$ cat src/rtl/txuart_pkg.sv
// Shared UART timing helpers and FSM encodings, also used by rxuart so both
// ends derive identical bit timing from the same clock/baud parameters.
package txuart_pkg;

    typedef enum logic [2:0] {
        ST_IDLE   = 3'd0,
        ST_START  = 3'd1,
        ST_DATA   = 3'd2,
        ST_PARITY = 3'd3,
        ST_STOP   = 3'd4
    } uart_state_t;

    // Clocks per bit, rounded to nearest.
    function automatic int calc_clks_per_bit(input int clk_freq, input int baud_rate);
        return (clk_freq + baud_rate / 2) / baud_rate;
    endfunction

    function automatic int calc_timer_w(input int clks_per_bit);
        return (clks_per_bit < 2) ? 1 : $clog2(clks_per_bit);
    endfunction

endpackage

$ cat src/rtl/uart_baud_timer.sv
// Bit-period timer: pulses o_tick on the last cycle of each bit period.
// Held at zero while i_run is low so every frame starts phase-aligned.
module uart_baud_timer
    import txuart_pkg::*;
#(
    parameter int CLKS_PER_BIT = 217
) (
    input  logic i_clk,
    input  logic rst,
    input  logic i_run,
    output logic o_tick
);

    localparam int              W    = calc_timer_w(CLKS_PER_BIT);
    localparam logic [W-1:0]    LAST = W'(CLKS_PER_BIT - 1);

    logic [W-1:0] r_cnt;

    always_ff @(posedge i_clk) begin
        if (rst || !i_run) begin
            r_cnt <= '0;
        end else if (r_cnt == LAST) begin
            r_cnt <= '0;
        end else begin
            r_cnt <= r_cnt + 1'b1;
        end
    end

    assign o_tick = i_run && (r_cnt == LAST);

endmodule

$ cat src/rtl/txuart.sv
// UART transmitter: 8N1 (optionally 8E1) frame per accepted write, LSB first.
// Writes while busy are dropped; o_done pulses on the final stop-bit cycle.
module txuart
    import txuart_pkg::*;
#(
    parameter int clkFreq   = 25000000,
    parameter int baudRate  = 115200,
    parameter bit if_parity = 1'b0
) (
    input  logic       i_clk,
    input  logic       rst,
    input  logic       i_wr,
    input  logic [7:0] i_data,
    output logic       o_busy,
    output logic       o_done,
    output logic       o_uart_tx
);

    localparam int CLKS_PER_BIT = calc_clks_per_bit(clkFreq, baudRate);

    generate
        if (CLKS_PER_BIT < 2) begin : g_bad_baud
            $error("txuart: clkFreq/baudRate gives fewer than 2 clocks per bit");
        end
    endgenerate

    uart_state_t r_state, w_state_nxt;
    logic [7:0]  r_shift, w_shift_nxt;
    logic [2:0]  r_bitcnt, w_bitcnt_nxt;
    logic        r_par, w_par_nxt;
    logic        r_tx, w_tx_nxt;
    logic        w_tick;
    logic        w_run;
    logic        w_done;

    assign w_run = (r_state != ST_IDLE);

    uart_baud_timer #(
        .CLKS_PER_BIT(CLKS_PER_BIT)
    ) u_timer (
        .i_clk (i_clk),
        .rst   (rst),
        .i_run (w_run),
        .o_tick(w_tick)
    );

    always_ff @(posedge i_clk) begin
        if (rst) begin
            r_state  <= ST_IDLE;
            r_shift  <= '0;
            r_bitcnt <= '0;
            r_par    <= 1'b0;
            r_tx     <= 1'b1;
        end else begin
            r_state  <= w_state_nxt;
            r_shift  <= w_shift_nxt;
            r_bitcnt <= w_bitcnt_nxt;
            r_par    <= w_par_nxt;
            r_tx     <= w_tx_nxt;
        end
    end

    // The line register is loaded with the level of the *next* bit on each
    // tick, so o_uart_tx only moves on bit boundaries.
    always_comb begin
        w_state_nxt  = r_state;
        w_shift_nxt  = r_shift;
        w_bitcnt_nxt = r_bitcnt;
        w_par_nxt    = r_par;
        w_tx_nxt     = r_tx;
        w_done       = 1'b0;
        case (r_state)
            ST_IDLE: begin
                w_tx_nxt = 1'b1;
                if (i_wr) begin
                    w_shift_nxt  = i_data;
                    w_par_nxt    = ^i_data;
                    w_bitcnt_nxt = '0;
                    w_tx_nxt     = 1'b0;
                    w_state_nxt  = ST_START;
                end
            end
            ST_START: begin
                if (w_tick) begin
                    w_tx_nxt    = r_shift[0];
                    w_state_nxt = ST_DATA;
                end
            end
            ST_DATA: begin
                if (w_tick) begin
                    w_shift_nxt = {1'b0, r_shift[7:1]};
                    if (r_bitcnt == 3'd7) begin
                        if (if_parity) begin
                            w_tx_nxt    = r_par;
                            w_state_nxt = ST_PARITY;
                        end else begin
                            w_tx_nxt    = 1'b1;
                            w_state_nxt = ST_STOP;
                        end
                    end else begin
                        w_bitcnt_nxt = r_bitcnt + 3'd1;
                        w_tx_nxt     = r_shift[1];
                    end
                end
            end
            ST_PARITY: begin
                if (w_tick) begin
                    w_tx_nxt    = 1'b1;
                    w_state_nxt = ST_STOP;
                end
            end
            ST_STOP: begin
                if (w_tick) begin
                    w_done      = !rst;
                    w_state_nxt = ST_IDLE;
                end
            end
            default: begin
                w_tx_nxt    = 1'b1;
                w_state_nxt = ST_IDLE;
            end
        endcase
    end

    assign o_busy    = w_run;
    assign o_done    = w_done;
    assign o_uart_tx = r_tx;

endmodule

$ cat config.mk
export PLATFORM = sky130hd
export DESIGN_NAME = txuart
export DESIGN_NICKNAME = d
export VERILOG_FILES = /design/src/rtl/txuart_pkg.sv /design/src/rtl/uart_baud_timer.sv /design/src/rtl/txuart.sv
export SDC_FILE = /design/constraint.sdc
export NUM_CORES = 1
export LEC_CHECK = 0
export ABC_AREA = 1
export BUFFER_PORTS_ARGS = -buffer_cell sky130_fd_sc_hd__buf_2
export CORE_ASPECT_RATIO = 0.9
export CORE_MARGIN = 5
export CORE_UTILIZATION = 61
export DETAILED_ROUTE_END_ITERATION = 12
export HOLD_SLACK_MARGIN = 0.02
export PLACE_DENSITY = 0.82
export SYNTH_ARGS = -nofsm -noshare
export SYNTH_HDL_FRONTEND = slang
export SYNTH_SLANG_ARGS = --single-unit
$ cat constraint.sdc
create_clock -name i_clk -period 3.6 [get_ports i_clk]
set_clock_uncertainty 0.05 [all_clocks]
set_input_delay 0.72 -clock i_clk [delete_from_list [all_inputs] [get_ports i_clk]]
set_output_delay 0.72 -clock i_clk [all_outputs]
set_load 0.005 [all_outputs]
==> reports/summary.md, run 1 <==
## Finish
• commonest cells after routing, fill and taps aside: sky130_fd_sc_hd__nand2_1 (58), sky130_fd_sc_hd__nor2_1 (38), sky130_fd_sc_hd__inv_1 (24), sky130_fd_sc_hd__dfxtp_1 (23)
• Final nets: 232
• # fillers: 171
• area of the multi-input gates: 717 µm²
• most frequent standard cell in the layout excluding fill and tap cells: sky130_fd_sc_hd__nand2_1
• Storage cell area: 460 µm²
• synth-to-layout area growth: 9.11%
• # diodes: 0
• fraction of layout instances using a drive strength above 1: 0.148

## STA
• number of hold violations in the final report: 0
• worst relative slew slack: 0.515
• final critical delay including setup and external delays: 2.14 ns
• final-report max-slew violation count: 0
• count of final setup violators: 0
• RSZ-0062 raised after global routing: false
• timing-limited maximum frequency: 468 MHz
• minimum setup slack in the final design: 1.46 ns
• actual slew at the worst max-slew pin: 0.725 ns
• Total Neg Setup Slack: 0 ns
• final worst-path cycle share: 0.593

## Logic synthesis
• nets in the synthesized netlist: 216
• Syn Inst Count: 201
• area of the mapped netlist: 1290 µm²
• number of synthesized register bits: 23
• Seq/Total Area, Yosys: 0.357
• number of library cell types mapped by synthesis: 24
• Warnings, synthesis: 0
• average instance area after synthesis: 6.42 µm²

## Clock tree
• CTS Sinks: 23
• Gates resized, CTS repair: 0
• cell at the root of the clock tree: sky130_fd_sc_hd__clkbuf_4
• post-CTS setup-driven buffer insertion count: 0
• Clock Latency Late Sink: 0.32 ns
• clock tree from TritonCTS: done
• Clock transition at path regs: 0.13 ns
• number of buffers on the longest clock path: 2
• CTS Buf Count: 3
• Post-CTS Hold Fix Bufs: 0
• CTS H-Tree Depth: 1

## Placed design
• global placement routability congestion: 0.805
• worst slack at placement: 1.70 ns
• number of input and output port buffers inserted: 13
• dpl hpwl: 1960 µm

## Critical path
• element type at the critical path end: primary output
• maximum single-stage delay on the critical path: 0.39 ns
• Setup Crit Path Kind: reg -> out
• Startpoint Class: register
• cell with the largest stage delay on the worst path: sky130_fd_sc_hd__dfxtp_1
• cell type with the highest occurrence count on the critical path: sky130_fd_sc_hd__nor3_1
• biggest fanout along the worst timing path: 6
• CP required: 2.83 ns
• arrival time of data at the critical path endpoint: 1.37 ns
• cells traversed along the worst timing path: nand2_1, nor3_1, nand4_1, nor3_1, buf_2

## Routing
• Met1 Wirelength: 1110 µm
• topmost layer with routed signal wires: met4
• DRC violation total after the first TritonRoute iteration: 47
• total wire length after detailed routing: 2580 µm
• vias per cell: 5.15
• routed wire length per instance: 10.7 µm
• number of vias after detailed routing: 1240
• metal3 WL: 129 µm
• DRC violations left: 0
• Routed met2 length: 1300 µm
• post-route ant nets: 0
• Detailed Routing Iterations Pass 1: 4

## Floorplan
• total die area: 3140 µm²
• Die W: 58.5 µm
• IO Pins: 14
• area of the core region: 1970 µm²
• Initial Util: 0.655
• Die Y: 53.6 µm
• # rows: 15

## GRT
• number of global-route vias before repair: 1119
• pin count of the biggest net entering global routing: 16
• leftover overflow at the end of global routing: 0
• initial antenna violation count: 0
• first-pass GRT wire length: 4510 µm
• gr usage total: 0.189

## Status
• result of the run: finished, final reports clean

## Pwr
• Leakage Power: 0.694 nW
• power density of the placed cells: 879 nW/µm²
• Worst VDD drop: 0.481 mV

## Run
• Maximum Capacitance Violations: 0

## Min path
• kind of path behind the tightest hold check: reg -> reg

## registers in the layout, summed over array words and instances (netlist names)
signal	count
o_uart_tx	1
r_bitcnt	3
r_shift	8
r_state	3
u_timer.r_cnt	8
## routing by layer
layer,global-route usage,vias to the layer above
li1,-,658
met1,0.214,542
met2,0.335,33
met3,0.0480,7
met4,0.0888,0
met5,0,-
## metrics by stage
step / hold slack, ns / util / std cells / area [µm²] / power, mW
detailed placement: 0.419 / 0.700 / 237 / 1380 / 1.12
global route: 0.465 / 0.715 / 241 / 1410 / 1.38
finish: 0.443 / 0.715 / 241 / 1410 / 1.24
floorplan: 0.391 / - / 201 / 1290 / 0.975
CTS: 0.446 / 0.715 / 241 / 1410 / 1.25
global placement: 0.404 / 0.700 / 237 / 1380 / 1.08
## report_power, final
group          internal (mW)  switching, mW
registers              0.343         0.0670
logic                  0.242          0.461
clock network         0.0425         0.0829
## worst max-delay path, delay by kind of cell, from the launching register on
family,cells,cell delay (ns)
buf+inv,1,0.13
flops,1,0.39
simple gates,4,0.53
## final timing paths
path	end	slack (ns)	startpoint	cells after the start
worst max-delay path	o_done	1.46	u_timer.r_cnt[3]	5
worst min-delay path	r_shift[2]	0.44	r_shift[2]	2
worst max register to register	r_bitcnt[2]	1.78	r_state[2]	8
worst min register to register	r_shift[2]	0.44	r_shift[2]	2
## cells in the mapped netlist
cell type | number | share of area
sky130_fd_sc_hd__nand2_1 | 58 | 0.17
sky130_fd_sc_hd__nor2_1 | 38 | 0.11
sky130_fd_sc_hd__inv_1 | 24 | 0.070
sky130_fd_sc_hd__dfxtp_1 | 23 | 0.36
sky130_fd_sc_hd__nand3_1 | 13 | 0.050
sky130_fd_sc_hd__nand4_1 | 6 | 0.029
sky130_fd_sc_hd__o21ai_0 | 5 | 0.019
sky130_fd_sc_hd__a21oi_1 | 4 | 0.016
sky130_fd_sc_hd__ha_1 | 4 | 0.039
sky130_fd_sc_hd__inv_2 | 4 | 0.012
sky130_fd_sc_hd__nand2_2 | 4 | 0.019
sky130_fd_sc_hd__nor3_1 | 4 | 0.016
sky130_fd_sc_hd__nand3_2 | 2 | 0.016
sky130_fd_sc_hd__xor2_1 | 2 | 0.014
sky130_fd_sc_hd__a21oi_4 | 1 | 0.013
sky130_fd_sc_hd__buf_1 | 1 | 0.0029
sky130_fd_sc_hd__buf_2 | 1 | 0.0039
sky130_fd_sc_hd__nand2_4 | 1 | 0.0087
sky130_fd_sc_hd__nand3b_2 | 1 | 0.0087
sky130_fd_sc_hd__nor2_2 | 1 | 0.0048
sky130_fd_sc_hd__nor2_4 | 1 | 0.0087
sky130_fd_sc_hd__nor3b_1 | 1 | 0.0058
sky130_fd_sc_hd__o211ai_1 | 1 | 0.0058
sky130_fd_sc_hd__o21ai_1 | 1 | 0.0039
## cell type report
| type | instances | area share |
|---|---|---|
| inverter | 28 | 0.0746 |
| multi-input combinational | 148 | 0.509 |
| tap | 25 | 0.0222 |
| clock buffer | 3 | 0.0160 |
| clock inverter | 1 | 0.00533 |
| sequential | 23 | 0.327 |
| timing repair buffer | 13 | 0.0462 |
## kinds of logic after synthesis
family                   synth area share
AO/OA/AOI/OAI                      0.0572
flip-flops                          0.357
AND/OR/NAND/NOR                     0.446
adder cells (fa/ha/maj)            0.0388
buffers and inverters              0.0882
XOR/XNOR                           0.0136
No activity file was read; power rests on OpenSTA's default activity.
==> run 2, diff against run 1 <==
--- a/config.mk
+++ b/config.mk
@@ -9,10 +9,10 @@
 export BUFFER_PORTS_ARGS = -buffer_cell sky130_fd_sc_hd__buf_2
 export CORE_ASPECT_RATIO = 0.9
 export CORE_MARGIN = 5
-export CORE_UTILIZATION = 61
+export CORE_UTILIZATION = 57
 export DETAILED_ROUTE_END_ITERATION = 12
 export HOLD_SLACK_MARGIN = 0.02
-export PLACE_DENSITY = 0.82
+export PLACE_DENSITY = 0.78
 export SYNTH_ARGS = -nofsm -noshare
 export SYNTH_HDL_FRONTEND = slang
 export SYNTH_SLANG_ARGS = --single-unit
==> constraint.sdc (replaced) <==
create_clock -name i_clk -period 2.1 [get_ports i_clk]
set_clock_uncertainty 0.05 [all_clocks]
set_input_delay 0.42 -clock i_clk [delete_from_list [all_inputs] [get_ports i_clk]]
set_output_delay 0.42 -clock i_clk [all_outputs]
set_load 0.005 [all_outputs]
==> run 2 against run 1 <==
Against the previous run: die area is 5.8% higher; worst setup slack worse by 1.2 ns; largest cell class unchanged; core utilization is 6.0 points lower; total power is 73% higher; final cell count is 1.2% higher; critical path type unchanged.
==> reports/summary.md, run 2 (synthesis gave the netlist of run 1 again) <==
## Status
• result of the run: finished, final reports clean

## Min path
• source of the worst hold timing path: rst
• endpoint with the worst hold slack: r_state[2]
• Min-Delay Path Depth: 2
• kind of path behind the tightest hold check: in -> reg

## Finish
• area of the multi-input gates: 717 µm²
• post-layout util: 0.655
• commonest cells after routing, fill and taps aside: sky130_fd_sc_hd__nand2_1 (58), sky130_fd_sc_hd__nor2_1 (38), sky130_fd_sc_hd__inv_1 (24), sky130_fd_sc_hd__dfxtp_1 (23)
• synth-to-layout area growth: 9.69%
• post-route cell area: 1420 µm²
• fraction of layout instances using a drive strength above 1: 0.152
• # diodes: 0
• most frequent standard cell in the layout excluding fill and tap cells: sky130_fd_sc_hd__nand2_1
• Storage cell area: 460 µm²
• non-filler instance count after layout: 244
• # fillers: 203
• leading registers by flop count: r_shift (8), u_timer.r_cnt (8)
• Final nets: 233

## Pwr
• Total Power: 2.14 mW
• Worst VDD drop: 0.957 mV
• Leakage Power: 0.703 nW
• power density of the placed cells: 1510 nW/µm²

## Critical path
• biggest fanout along the worst timing path: 6
• element type at the critical path end: primary output
• Startpoint Class: register
• cell with the largest stage delay on the worst path: sky130_fd_sc_hd__dfxtp_1
• Setup Crit Path Kind: reg -> out
• CP required: 1.63 ns
• cells traversed along the worst timing path: nand2_1, nor3_1, nand4_1, nor3_1, buf_2
• worst reg2reg path startpoint: r_state[2]
• R2R Path End: r_bitcnt[1]
• arrival time of data at the critical path endpoint: 1.36 ns
• cell type with the highest occurrence count on the critical path: sky130_fd_sc_hd__nor3_1
• Reg2Reg Setup Slack: 0.38 ns
• maximum single-stage delay on the critical path: 0.37 ns
• Register-to-Register Path Depth: 8

## Clock tree
• number of buffers on the longest clock path: 2
• clock tree from TritonCTS: done
• post-CTS setup-driven buffer insertion count: 0
• CTS H-Tree Depth: 1
• CTS Sinks: 23
• Clock transition at path regs: 0.13 ns
• cell at the root of the clock tree: sky130_fd_sc_hd__clkbuf_4
• Gates resized, CTS repair: 0
• CTS Buf Count: 3
• Clock Latency Late Sink: 0.32 ns
• Post-CTS Hold Fix Bufs: 0

## STA
• final-report max-slew violation count: 0
• worst relative slew slack: 0.566
• number of hold violations in the final report: 0
• minimum setup slack in the final design: 0.274 ns
• Total Neg Setup Slack: 0 ns
• smallest hold slack: 0.213 ns
• RSZ-0062 raised after global routing: false
• timing-limited maximum frequency: 548 MHz
• final critical delay including setup and external delays: 1.83 ns
• actual slew at the worst max-slew pin: 0.649 ns
• count of final setup violators: 0
• final worst-path cycle share: 0.870

## Routing
• DRC violation total after the first TritonRoute iteration: 37
• routed wire length per instance: 10.8 µm
• total wire length after detailed routing: 2620 µm
• post-route ant nets: 0
• Detailed Routing Iterations Pass 1: 4
• number of vias after detailed routing: 1251
• vias per cell: 5.13
• DRC violations left: 0

## GRT
• first-pass GRT wire length: 4820 µm
• leftover overflow at the end of global routing: 0
• pin count of the biggest net entering global routing: 15
• initial antenna violation count: 0
• number of global-route vias before repair: 1206
• gr usage total: 0.190

## Placed design
• Area after DPL: 1390 µm²
• dpl hpwl: 2000 µm
• number of cells in the design after placement: 240
• number of input and output port buffers inserted: 13
• global placement routability congestion: 0.902
• worst slack at placement: 0.427 ns

## Floorplan
• # rows: 16
• Die W: 60.2 µm
• Initial Util: 0.597
• total die area: 3320 µm²
• Die Y: 55.2 µm
• area of the core region: 2160 µm²
• IO Pins: 14

## Run
• Maximum Capacitance Violations: 0

run 2: routing by layer:
layer | part of all wire | track usage
met1 | 0.46 | 0.207
met2 | 0.49 | 0.360
met3 | 0.043 | 0.0464
met4 | 0.013 | 0.0627
met5 | 0 | 0
run 2: cell type report:
| class | count | share of cell area |
|---|---|---|
| multi-input combinational | 148 | 0.506 |
| timing repair buffer | 14 | 0.0512 |
| clock inverter | 1 | 0.00353 |
| inverter | 28 | 0.0742 |
| sequential | 23 | 0.325 |
| clock buffer | 3 | 0.0159 |
| tap | 27 | 0.0239 |
run 2: how the worst max path moves through the flow:
stage	start	end	slack, ns	depth (start not counted)
finish	u_timer.r_cnt[3]	o_done	0.27	5
global route	u_timer.r_cnt[3]	o_done	0.01	5
CTS	u_timer.r_cnt[3]	o_done	0.25	5
detailed placement	r_state[2]	r_bitcnt[1]	0.43	8
global placement	r_state[2]	r_bitcnt[2]	0.46	8
floorplan	u_timer.r_cnt[0]	r_state[0]	0.74	10
run 2: critical path, delay by kind of cell (launching register included):
kind          cells  cell delay [ns]
simple gates      4             0.52
flops             1             0.37
buf+inv           1             0.13
run 2: power breakdown:
part	leakage [nW]	switching [mW]	total (mW)	internal, mW
sequential	0.189	0.115	0.704	0.588
combinational	0.496	0.802	1.22	0.416
clock	0.0177	0.144	0.215	0.0714
==> run 3, diff against run 2 <==
--- a/config.mk
+++ b/config.mk
@@ -5,14 +5,14 @@
 export SDC_FILE = /design/constraint.sdc
 export NUM_CORES = 1
 export LEC_CHECK = 0
-export ABC_AREA = 1
+export ABC_AREA = 0
 export BUFFER_PORTS_ARGS = -buffer_cell sky130_fd_sc_hd__buf_2
 export CORE_ASPECT_RATIO = 0.9
 export CORE_MARGIN = 5
-export CORE_UTILIZATION = 57
+export CORE_UTILIZATION = 55
 export DETAILED_ROUTE_END_ITERATION = 12
 export HOLD_SLACK_MARGIN = 0.02
-export PLACE_DENSITY = 0.78
+export PLACE_DENSITY = 0.76
 export SYNTH_ARGS = -nofsm -noshare
 export SYNTH_HDL_FRONTEND = slang
 export SYNTH_SLANG_ARGS = --single-unit
==> run 3 against run 2 <==
Against the previous run: flip-flop and latch count stayed put; worst hold slack gained 0.12 ns; worst setup slack got worse by 0.16 ns; count of clock-buffer cells in the layout unchanged; total power down 65%; via count fell by 24%; clock power decreased by 5%; routed wire length is 14% lower; maximum frequency decreased by 8.1%; die area decreased by 9.5%; synthesized cell count down 37%; global-route usage shrank 1.9 points; largest cell class unchanged; largest power group is now registers.
==> reports/summary.md, run 3 <==
## Status
• result of the run: finished, final reports clean

## Critical path
• worst reg2reg path startpoint: r_state[0]
• Startpoint Class: register
• Setup Crit Path Kind: reg -> out
• delay-heaviest family, CP: simple AND/OR/NAND/NOR gates
• cell with the largest stage delay on the worst path: sky130_fd_sc_hd__dfxtp_2
• R2R Path End: r_shift[5]
• Register-to-Register Path Depth: 3
• biggest fanout along the worst timing path: 8
• maximum single-stage delay on the critical path: 0.37 ns
• CP required: 1.63 ns
• element type at the critical path end: primary output
• cells traversed along the worst timing path: inv_1, ha_1, and3b_1, nand2_2, nor3_2, buf_2
• Reg2Reg Setup Slack: 0.32 ns
• arrival time of data at the critical path endpoint: 1.52 ns
• Crit path buffers/inverters: 2

## Floorplan
• IO Pins: 14
• total die area: 3000 µm²
• Die W: 57.2 µm
• Initial Util: 0.576
• # rows: 15
• Die Y: 52.5 µm
• area of the core region: 1910 µm²

## Clock tree
• Gates resized, CTS repair: 0
• post-CTS setup-driven buffer insertion count: 0
• clock tree from TritonCTS: done
• cell at the root of the clock tree: sky130_fd_sc_hd__clkbuf_4
• number of buffers on the longest clock path: 2
• CTS H-Tree Depth: 1
• CTS Sinks: 23
• Post-CTS Hold Fix Bufs: 0
• CTS Buf Count: 3
• Clock Latency Late Sink: 0.32 ns
• Clock transition at path regs: 0.12 ns

## Placed design
• number of input and output port buffers inserted: 13
• global placement routability congestion: 0.804
• dpl hpwl: 1660 µm
• number of cells in the design after placement: 159
• worst slack at placement: 0.313 ns

## STA
• number of hold violations in the final report: 0
• final critical delay including setup and external delays: 1.99 ns
• final-report max-slew violation count: 0
• actual slew at the worst max-slew pin: 0.376 ns
• worst relative slew slack: 0.749
• final worst-path cycle share: 0.946
• timing-limited maximum frequency: 503 MHz
• minimum setup slack in the final design: 0.113 ns
• Total Neg Setup Slack: 0 ns
• count of final setup violators: 0

## Logic synthesis
• share of the synthesized area in the top cell type: 0.417
• post-synthesis cell type with the largest combined area: sky130_fd_sc_hd__dfxtp_1
• area of the mapped netlist: 1100 µm²
• Top FF cell, synth: sky130_fd_sc_hd__dfxtp_1
• most common cell in the netlist: sky130_fd_sc_hd__nor2_1
• number of synthesized register bits: 23
• Synth area leaders: sky130_fd_sc_hd__dfxtp_1 (42%), sky130_fd_sc_hd__nor2_1 (8.5%), sky130_fd_sc_hd__o221a_2 (7.1%)
• Synth async-reset ratio: 0
• number of library cell types mapped by synthesis: 32
• Seq/Total Area, Yosys: 0.417
• Warnings, synthesis: 0
• EDFF count, synth: 0
• Syn Inst Count: 127
• Post-synth top cells: sky130_fd_sc_hd__nor2_1 (25), sky130_fd_sc_hd__dfxtp_1 (23), sky130_fd_sc_hd__nand3_1 (8), sky130_fd_sc_hd__o221a_2 (7)
• average instance area after synthesis: 8.69 µm²
• nets in the synthesized netlist: 142

## Min path
• endpoint with the worst hold slack: r_shift[7]
• kind of path behind the tightest hold check: in -> reg
• source of the worst hold timing path: rst
• Min-Delay Path Depth: 2

## GRT
• initial antenna violation count: 0
• number of global-route vias before repair: 874
• first-pass GRT wire length: 4000 µm
• pin count of the biggest net entering global routing: 14
• leftover overflow at the end of global routing: 0
• gr usage total: 0.171

## Pwr
• switching share of total power: 0.253
• Net Sw Power: 0.192 mW
• power density of the placed cells: 623 nW/µm²
• Leakage Power: 0.493 nW
• Worst VDD drop: 0.375 mV
• Internal Power: 0.565 mW
• combinational fraction of design power: 0.103
• proportion of power drawn by the clock network: 0.271
• proportion of power drawn by flip-flops and latches: 0.626

## Finish
• Final nets: 154
• fraction of layout instances using a drive strength above 1: 0.217
• Storage cell area: 463 µm²
• commonest cells after routing, fill and taps aside: sky130_fd_sc_hd__nor2_1 (25), sky130_fd_sc_hd__dfxtp_1 (21), sky130_fd_sc_hd__buf_2 (13), sky130_fd_sc_hd__nand3_1 (8), sky130_fd_sc_hd__o221a_2 (7)
• area of the multi-input gates: 594 µm²
• synth-to-layout area growth: 10.1%
• most frequent standard cell in the layout excluding fill and tap cells: sky130_fd_sc_hd__nor2_1
• # diodes: 0
• # fillers: 178
• non-filler instance count after layout: 163
• leading registers by flop count: r_shift (8), u_timer.r_cnt (8)

## Routing
• number of vias after detailed routing: 946
• total wire length after detailed routing: 2250 µm
• routed wire length per instance: 13.8 µm
• DRC violation total after the first TritonRoute iteration: 22
• vias per cell: 5.80
• DRC violations left: 0
• Detailed Routing Iterations Pass 1: 4
• post-route ant nets: 0

## Run
• Maximum Capacitance Violations: 0

run 3: cell count changes in the layout (fill, tap and decap cells not counted), moves of 3 or more:
cell,delta
sky130_fd_sc_hd__inv_2,-4
sky130_fd_sc_hd__inv_1,-19
sky130_fd_sc_hd__or3_1,+4
sky130_fd_sc_hd__nand2_1,-56
sky130_fd_sc_hd__nand2_2,-3
sky130_fd_sc_hd__xor2_1,+3
sky130_fd_sc_hd__nand4_1,-6
sky130_fd_sc_hd__nor2_1,-13
sky130_fd_sc_hd__nand3_1,-5
sky130_fd_sc_hd__o221a_2,+7
run 3: cell families (layout without fill, tap and decap cells):
kind of cell,count (synthesis),after routing,share of synthesized area
and+or+nand+nor,55,55,0.256
AOI/OAI and AO/OA,26,26,0.185
xor gates and xnor gates,6,6,0.0476
adders and majority gates,4,4,0.0454
buffers and inverters,13,24,0.0488
DFF,23,23,0.417
run 3: per-stage QoR:
step | util | cell area, µm² | power [mW] | hold slack (ns)
6_report | 0.635 | 1210 | 0.757 | 0.334
5_1_grt | 0.635 | 1210 | 0.799 | 0.311
4_1_cts | 0.631 | 1210 | 0.764 | 0.303
3_5_place_dp | 0.616 | 1180 | 0.560 | 0.438
3_3_place_gp | 0.616 | 1180 | 0.555 | 0.416
2_1_floorplan | - | 1100 | 0.532 | 0.398
run 3: worst max path at each step:
stage	start	end	slack (ns)	cells after the start
2_1_floorplan	u_timer.r_cnt[0]	u_timer.r_cnt[2]	0.50	7
3_3_place_gp	i_wr	r_shift[0]	0.37	4
3_5_place_dp	u_timer.r_cnt[0]	r_shift[1]	0.31	6
4_1_cts	u_timer.r_cnt[0]	o_done	0.08	6
5_1_grt	u_timer.r_cnt[0]	o_done	-0.003	6
6_report	u_timer.r_cnt[0]	o_done	0.11	6
run 3: final cells by class:
| class | instances | area share |
|---|---|---|
| Inverter | 5 | 0.0154 |
| Sequential cell | 23 | 0.381 |
| Tap cell | 25 | 0.0257 |
| Clock buffer | 3 | 0.0185 |
| Timing Repair Buffer | 15 | 0.0659 |
| Clock inverter | 1 | 0.00412 |
| Multi-Input combinational cell | 91 | 0.489 |
run 3: power groups by stage:
stage | Combinational [mW] | Sequential [mW] | Clock (mW)
2_1_floorplan | 0.0582 | 0.474 | 0
3_3_place_gp | 0.0742 | 0.480 | 0
3_5_place_dp | 0.0777 | 0.482 | 0
4_1_cts | 0.0780 | 0.473 | 0.213
5_1_grt | 0.0879 | 0.477 | 0.235
6_report | 0.0780 | 0.474 | 0.205
run 3: worst reg2reg max path, stage by stage (launching register included):
cell	delay [ns]
sky130_fd_sc_hd__dfxtp_1	0.44
sky130_fd_sc_hd__or4b_1	0.74
sky130_fd_sc_hd__nand2_1	0.28
sky130_fd_sc_hd__o221a_2	0.24
run 3: per-layer routing:
metal  up-vias  track usage  wire length, µm
met1       443        0.225             1070
met3         4       0.0493              114
li1        479            -                -
met5         -            0                0
met4         0       0.0656               17
met2        20        0.262             1040
